--- src/rtl/traffic_state_gen.sv ---
// Traffic-light phase generator: 1 s prescaler, GREEN/YELLOW/RED phase FSM with
// per-phase seconds countdown, pedestrian early-end of green and illegal-state recovery.
module traffic_state_gen #(
    parameter int unsigned TICK_DIV = 50_000_000,
    parameter int unsigned GREEN_T  = 10,
    parameter int unsigned YELLOW_T = 3,
    parameter int unsigned RED_T    = 8,
    parameter int unsigned PED_MIN  = 2,
    parameter int unsigned CNT_W    = 8
) (
    input  logic             clk,
    input  logic             rst_n,
    input  logic             en,
    input  logic             ped_req,
    output logic [2:0]       state,
    output logic [CNT_W-1:0] sec_left,
    output logic             tick
);

    localparam int unsigned PW = $clog2(TICK_DIV);

    localparam logic [PW-1:0]    PRE_LAST  = PW'(TICK_DIV - 1);
    localparam logic [CNT_W-1:0] GREEN_LD  = CNT_W'(GREEN_T);
    localparam logic [CNT_W-1:0] YELLOW_LD = CNT_W'(YELLOW_T);
    localparam logic [CNT_W-1:0] RED_LD    = CNT_W'(RED_T);
    localparam logic [CNT_W-1:0] PED_LD    = CNT_W'(PED_MIN);
    localparam logic [CNT_W-1:0] ONE       = CNT_W'(1);

    typedef enum logic [2:0] {
        GREEN  = 3'd0,
        YELLOW = 3'd1,
        RED    = 3'd2
    } phase_t;

    // state_q is a plain vector so codes 3..7 stay representable for recovery
    logic [2:0]       state_q, state_d;
    logic [CNT_W-1:0] sec_q, sec_d;
    logic [PW-1:0]    pre_q, pre_d;
    logic             tick_q, tick_d;
    logic             ped_pend_q, ped_pend_d;
    logic             ped_s1, ped_s2, ped_s3;
    logic             ped_edge;

    assign ped_edge = ped_s2 & ~ped_s3;

    always_ff @(posedge clk or negedge rst_n) begin
        if (!rst_n) begin
            ped_s1 <= 1'b0;
            ped_s2 <= 1'b0;
            ped_s3 <= 1'b0;
        end else begin
            ped_s1 <= ped_req;
            ped_s2 <= ped_s1;
            ped_s3 <= ped_s2;
        end
    end

    always_ff @(posedge clk or negedge rst_n) begin
        if (!rst_n) begin
            state_q    <= GREEN;
            sec_q      <= GREEN_LD;
            pre_q      <= '0;
            tick_q     <= 1'b0;
            ped_pend_q <= 1'b0;
        end else begin
            state_q    <= state_d;
            sec_q      <= sec_d;
            pre_q      <= pre_d;
            tick_q     <= tick_d;
            ped_pend_q <= ped_pend_d;
        end
    end

    always_comb begin
        state_d    = state_q;
        sec_d      = sec_q;
        pre_d      = pre_q;
        tick_d     = 1'b0;
        ped_pend_d = ped_pend_q;

        if (en) begin
            if (pre_q == PRE_LAST) begin
                pre_d  = '0;
                tick_d = 1'b1;
            end else begin
                pre_d = pre_q + PW'(1);
            end
        end

        // A tick already emitted is consumed even if en has just dropped,
        // so a freeze never loses a second.
        case (state_q)
            GREEN: begin
                if (ped_edge) begin
                    ped_pend_d = 1'b1;
                end
                if (tick_q) begin
                    if (ped_pend_q && (sec_q > PED_LD)) begin
                        sec_d = PED_LD;
                    end else if (sec_q > ONE) begin
                        sec_d = sec_q - ONE;
                    end else begin
                        state_d    = YELLOW;
                        sec_d      = YELLOW_LD;
                        ped_pend_d = 1'b0;
                    end
                end
            end
            YELLOW: begin
                if (tick_q) begin
                    if (sec_q > ONE) begin
                        sec_d = sec_q - ONE;
                    end else begin
                        state_d = RED;
                        sec_d   = RED_LD;
                    end
                end
            end
            RED: begin
                if (tick_q) begin
                    if (sec_q > ONE) begin
                        sec_d = sec_q - ONE;
                    end else begin
                        state_d = GREEN;
                        sec_d   = GREEN_LD;
                    end
                end
            end
            default: begin
                state_d    = RED;
                sec_d      = RED_LD;
                pre_d      = '0;
                tick_d     = 1'b0;
                ped_pend_d = 1'b0;
            end
        endcase
    end

    assign state    = state_q;
    assign sec_left = sec_q;
    assign tick     = tick_q;

endmodule

--- config.mk ---
export PLATFORM = sky130hd
export DESIGN_NAME = traffic_state_gen
export DESIGN_NICKNAME = d
export VERILOG_FILES = /design/src/rtl/traffic_state_gen.sv
export SDC_FILE = /design/constraint.sdc
export NUM_CORES = 1
export LEC_CHECK = 0
export CORE_ASPECT_RATIO = 0.8
export CORE_MARGIN = 3
export CORE_UTILIZATION = 40
export DETAILED_ROUTE_END_ITERATION = 7
export PLACE_DENSITY = 0.59
export RECOVER_POWER = 100
export SYNTH_ARGS = -nofsm -noshare
export SYNTH_HDL_FRONTEND = slang
export SYNTH_SLANG_ARGS = --single-unit
--- constraint.sdc ---
create_clock -name clk -period 3.2 [get_ports clk]
set_input_delay 0.96 -clock clk [delete_from_list [all_inputs] [get_ports clk]]
set_output_delay 0.96 -clock clk [all_outputs]
set_load 0.05 [all_outputs]
==> results.md, run 1 <==
* Status: finished clean
* Synth cell count leaders: 39 x dfrtp_1, 35 x nor2_1, 23 x nand2_1, 15 x nand4_1, 14 x o21ai_0
* Primary FF master, synth: dfrtp_1
* Port bufs at 14
* Vias/cell at 5.476
* H-tree levels at 2
* Post-route ant nets at 0
* Clk_skew at around 2.4 ps
* Finish-stage setup viols at 0
* Core Util, Final at between 40% and 50%
* Pre-antenna DRT Iters at 4
* Mapped Cells at 259
* Fin. max-slew vios at 0
* Most common cell in the synthesized netlist: dfrtp_1
* # rows at 24
* Crit path launch type: register
* Least-Margin Pin Slew at 931.9 ps
* Area of the multi-input gates at 0.001206 sq mm
* Pwr Density at around 420 mW/mm^2
* DIE WIDTH at 91.62 microns
* Fill cell count at 541
* Clock latency on the worst-skew pair at ~280 ps
* CTS resizes at 0
* Synth Register Bits at 41
* Async SR Flop Fraction at 100.0%
* Setup TNS at 0 ps
* Post-CTS Repair Setup Buffers at 0
* Clk sinks at 41
* Static Leak at 0.001166 uW
* Clk slew on worst S/H paths at around 80 ps
* Total gr overflow at 0
* DR DRC count at 0
* Unrepaired setup endpoints after global routing: no
* IO Pins at 16
* Worst Path Required at between 2000 and 2500 ps
* All-Layer GR Usage at between 10% and 20%
* Post-synth EDFFs at 0
* CTS tree: done
* Top cell type's share of synthesized area at 41.60%
* Crit path DAT at 1760 ps
* Final WL at 5.187 mm
* Core Box Area at 0.005555 sq mm
* Fin nets at 286
* Clock Path Buffers at 2
* Sequential cell area fraction in the yosys report at 43.84%
* Max FO, Critical Path at 7
* Drt first-iter violations at 153
* CP Capture Type: output port
* Gpl congestion at 0.8450
* Peak VDD IR at about 280 uV
* Worst path top cell family by delay: buffers and inverters
* Vias in the first global route at around 1800
* Syn Nets at roughly 270
* Ant diodes at 0
* Worst Path Buf+Inv at 1
* Largest net degree at the start of global routing at 42
* Hold Buf Count CTS at 0
* Slowest stage delay, CP at 890 ps
* CP max stage cell: dlygate4sd3_1
* Post-DP HPWL at 3.694 mm
* Slew Limit Headroom at 37.87%
* Critical-path cell list: dlygate4sd3_1
* FMAX at around 370 MHz
* Synth area leader: dfrtp_1
* Cell area after synthesis at 0.002346 sq mm
* Period minus WS final at 2718 ps
* Final setup margin at 481.5 ps
* Total CTS buffers at 5
* Synth Area per Inst at 9.058 sq um
* Critical path class: reg -> out
* Final Hold Fails at 0
* Vias post-DR at 1933
* Die Y at around 75 microns
* Fraction of layout cells with a size suffix above 1 at 7.273%
* P&R area growth vs syn at 13.17%
* DR WL/cell at ~15 microns
* Die area at 0.006826 sq mm
* Antenna violations before repair at 0
* Yosys warning count at 0
* Max Cap Viol at 0
* Distinct cell type count after synthesis at 55
* Worst slack, placed at 558.5 ps
* Root buffer cell: clkbuf_8
* Storage cell area at 0.001028 sq mm
* Final period utilization at 84.95%
* First-pass GRT wire length at 8.949 mm
* HP Class: reg -> reg
* Top post-synthesis cells by area: dfrtp_1 42%, nor2_1 5.6%, xor2_1 4.9%, ha_1 4.3%, nand4_1 4.0%
* Initial Util at 42.23%
## power by group
group / internal (uW) / switching (uW)
clock network: 254 / 174
logic: 32.8 / 54.1
registers: 550 / 38.9
total: 837 / 267
## kinds of logic after synthesis
family	Yosys count	synth area share [%]
flip-flops	41	43.84
multiplexers	2	0.9066
buffers and inverters	21	4.267
AND/OR/NAND/NOR	123	27.36
XOR/XNOR	16	5.974
adder cells (fa/ha/maj)	8	4.267
other	1	0.1598
AO/OA/AOI/OAI	47	13.23
## final timing paths
kind                        startpoint     endpoint  slack [ps]  cells after the start
min                             ped_s1       ped_s2         350                      0
max in group asynchronous        rst_n  sec_left[0]        1810                      1
max reg2reg                  pre_q[11]    pre_q[15]         740                      6
min reg2reg                     ped_s1       ped_s2         350                      0
min in group asynchronous        rst_n     pre_q[8]         810                      1
max                        sec_left[3]  sec_left[3]         480                      1
## placed cells by master (no fill, tap or decap), drive strengths merged, types with 10 or more instances in the layout
cell and instances:
dfrtp 39, nor2 35, nand2 23, nand4 15, o21ai 15, nand3 13
xor2 13, dlygate4sd3 13, inv 10
## registers in the layout, summed over array words and instances (netlist names)
signal and flops:
ped_s1 1, state 2, pre_q 26, ped_pend_q 1, sec_left 8, ped_s3 1
ped_s2 1, tick 1
## metal layers
| layer | vias up | global-route usage [%] | share of wire, % |
|---|---|---|---|
| li1 | 968 | - | - |
| met1 | 915 | 26.22 | 55 |
| met2 | 48 | 22.51 | 40 |
| met3 | 2 | 3.134 | 4.4 |
| met4 | 0 | 4.013 | 0.37 |
| met5 | - | 0 | 0 |
## stage by stage
stage               power [uW]  std cells  instance area [sq um]  hold WS [ps]
global placement         683.8        345                   2554         334.2
global route              1159        353                   2655         364.2
finish                    1104        353                   2655         351.5
CTS                       1127        353                   2670         357.6
floorplan                651.5        259                   2346         331.2
detailed placement       687.5        345                   2554         338.1
## final cells by class
cell class	instances	share of cell area [%]
repair buffers	19	6.362
clock inverters	1	1.131
clock buffers	7	3.252
well taps	78	3.676
multi-input cells	197	45.43
inverters	10	1.414
flip-flops and latches	41	38.74
Note: power is estimated with default switching activity, not from simulation.
==> inputs of run 2 (changes only) <==
==> constraint.sdc (replaced) <==
create_clock -name clk -period 2.7 [get_ports clk]
set_input_delay 0.81 -clock clk [delete_from_list [all_inputs] [get_ports clk]]
set_output_delay 0.81 -clock clk [all_outputs]
set_load 0.05 [all_outputs]
==> results.md, run 2 (synthesis results as in run 1) <==
* H-tree levels at 2 (unchanged)
* Worst Path Buf+Inv at 1 (unchanged)
* Least-Margin Pin Slew at 1027 ps (+95.32 ps)
* # rows at 24 (unchanged)
* P&R area growth vs syn at 14.51%
* Pwr Density at 492.1 mW/mm^2 (+18%)
* Peak VDD IR at 333.0 uV (+21%)
* HP Class: reg -> reg
* Final period utilization at 94.78%
* Critical path class: reg -> out
* Slowest stage delay, CP at 880 ps (about the same)
* Worst hold endpoint: ped_s2
* Clk_skew at 10.94 ps (+8.517 ps)
* Largest net degree at the start of global routing at 42 (unchanged)
* Storage cell area at 0.001028 sq mm (unchanged)
* Hold path depth at 0 (unchanged)
* Switching share of power at 24.89% (+0.67 points)
* Initial Util at 42.23% (unchanged)
* Unrepaired setup endpoints after global routing: no
* R2R setup slack at 260 ps (-480 ps)
* Min-delay src: ped_s1
* Finish-stage setup viols at 0 (unchanged)
* Total CTS buffers at 5 (unchanged)
* CP max stage cell: dlygate4sd3_1
* Die area at 0.006826 sq mm (unchanged)
* Total gr overflow at 0 (unchanged)
* Flop pwr share at 52.8% (-0.5 points)
* Clock latency on the worst-skew pair at 300 ps (+20 ps)
* Port bufs at 14 (unchanged)
* Post-DP HPWL at 3.818 mm (+3.4%)
* Max FO, Critical Path at 6 (-1)
* Antenna violations before repair at 0 (unchanged)
* Max FFs per register at 26 (unchanged)
* Post-route ant nets at 0 (unchanged)
* CTS tree: done
* Vias post-DR at 1999 (+3.4%)
* Commonest non-fill, non-tap cell in the layout: dfrtp_1
* DP Area at 0.002591 sq mm (+1.5%)
* Static Leak at 0.001183 uW (+1.4%)
* Fill cell count at 563 (+4.1%)
* Net Switching at 329.0 uW (+23%)
* Most frequent cells in the layout: 39 x dfrtp_1, 35 x nor2_1, 23 x nand2_1
* Clock power frac at 39.2% (+0.4 points)
* DR DRC count at 0 (unchanged)
* Vias in the first global route at 1781 (+0.62%)
* Final Hold Fails at 0 (unchanged)
* Crit path launch type: register
* Status: finished clean
* Ant diodes at 0 (unchanged)
* Drt first-iter violations at 102 (-33%)
* Post-CTS Repair Setup Buffers at 0 (unchanged)
* FMAX at ~390 MHz
* Largest reg by FF count: pre_q
* Root buffer cell: clkbuf_8
* CP Capture Type: output port
* Crit path DAT at 1750 ps (about the same)
* All-Layer GR Usage at 17.38% (+0.94 points)
* Worst r2r dst: pre_q[3]
* Worst path top cell family by delay: buffers and inverters
* DR WL/cell at 14.96 microns (+1.8%)
* Internal power at 992.9 uW (+19%)
* First-pass GRT wire length at 9.287 mm (+3.8%)
* Fin nets at 291 (+1.7%)
* Area of the multi-input gates at 0.001206 sq mm (unchanged)
* Max Cap Viol at 0 (unchanged)
* Clock Path Buffers at 2 (unchanged)
* Final WL at 5.356 mm (+3.3%)
* Setup TNS at 0 ps (unchanged)
* DIE WIDTH at 91.62 microns (unchanged)
* Clk slew on worst S/H paths at 70 ps (about the same)
* Worst Path Required at 1890 ps (-350 ps)
* Clk sinks at 41 (unchanged)
* Slew Limit Headroom at 31.52% (-6.4 points)
* Die Y at 74.50 microns (unchanged)
* Hold Buf Count CTS at 0 (unchanged)
* Vias/cell at 5.584 (+2.0%)
* Core Util, Final at 48.36% (+0.56 points)
* Critical-path cell list: dlygate4sd3_1
* Fraction of layout cells with a size suffix above 1 at 8.571% (+1.3 points)
* Period minus WS final at 2559 ps
* Logic pwr share at 8.0% (about the same)
* IO Pins at 16 (unchanged)
* Design area at 0.002686 sq mm (+1.2%)
* Gpl congestion at 0.8723 (+3.2%)
* FF-to-FF path depth at 6 (unchanged)
* Core Box Area at 0.005555 sq mm (unchanged)
* Fin. max-slew vios at 0 (unchanged)
* Critical R2R Launch: pre_q[16]
* CTS resizes at 0 (unchanged)
* Pre-antenna DRT Iters at 4 (unchanged)
run 2: cell count changes in the layout (fill, tap and decap cells not counted):
cell,change
clkbuf_2,+1
o311ai_1,+1
o311ai_0,-1
dlygate4sd3_1,-1
clkbuf_1,+1
clkdlybuf4s50_1,+1
buf_4,+3
run 2: power groups by stage:
stage	registers [uW]	logic (uW)	clock network, uW
3_5_place_dp	710	109	0
3_3_place_gp	707	105	0
2_1_floorplan	698	74.3	0
6_report	698	106	519
5_1_grt	707	125	558
4_1_cts	697	110	530
run 2: how the worst max path moves through the flow:
stage | start | cells past startpoint | end
CTS | sec_left[3] | 1 | sec_left[3]
finish | sec_left[1] | 1 | sec_left[1]
global placement | state[0] | 6 | sec_left[4]
global route | sec_left[1] | 1 | sec_left[1]
detailed placement | state[0] | 6 | sec_left[4]
floorplan | state[0] | 7 | sec_left[4]
run 2: stage by stage:
step | setup slack, ps | std cells | hold slack (ps) | power (uW)
floorplan | 84.05 | 259 | 331.2 | 772.1
global placement | 252.2 | 350 | 342.7 | 812.4
detailed placement | 203.3 | 350 | 342.0 | 818.7
CTS | 158.6 | 358 | 360.8 | 1337
global route | 94.53 | 358 | 361.1 | 1391
finish | 140.9 | 358 | 356.4 | 1322
run 2: final cells by class:
type / instances / area share, %
Clock inverter: 1 / 1.118
Tap cell: 78 / 3.633
Clock buffer: 7 / 3.214
Timing Repair Buffer: 24 / 7.452
Inverter: 10 / 1.397
Sequential cell: 41 / 38.29
Multi-Input combinational cell: 197 / 44.90
run 2: routing by layer:
metal	wire length [microns]	GRT usage, %	vias up
li1	-	-	972
met2	2195	23.56	34
met3	189	3.134	8
met5	0	0	-
met4	72	5.518	0
met1	2898	27.55	985
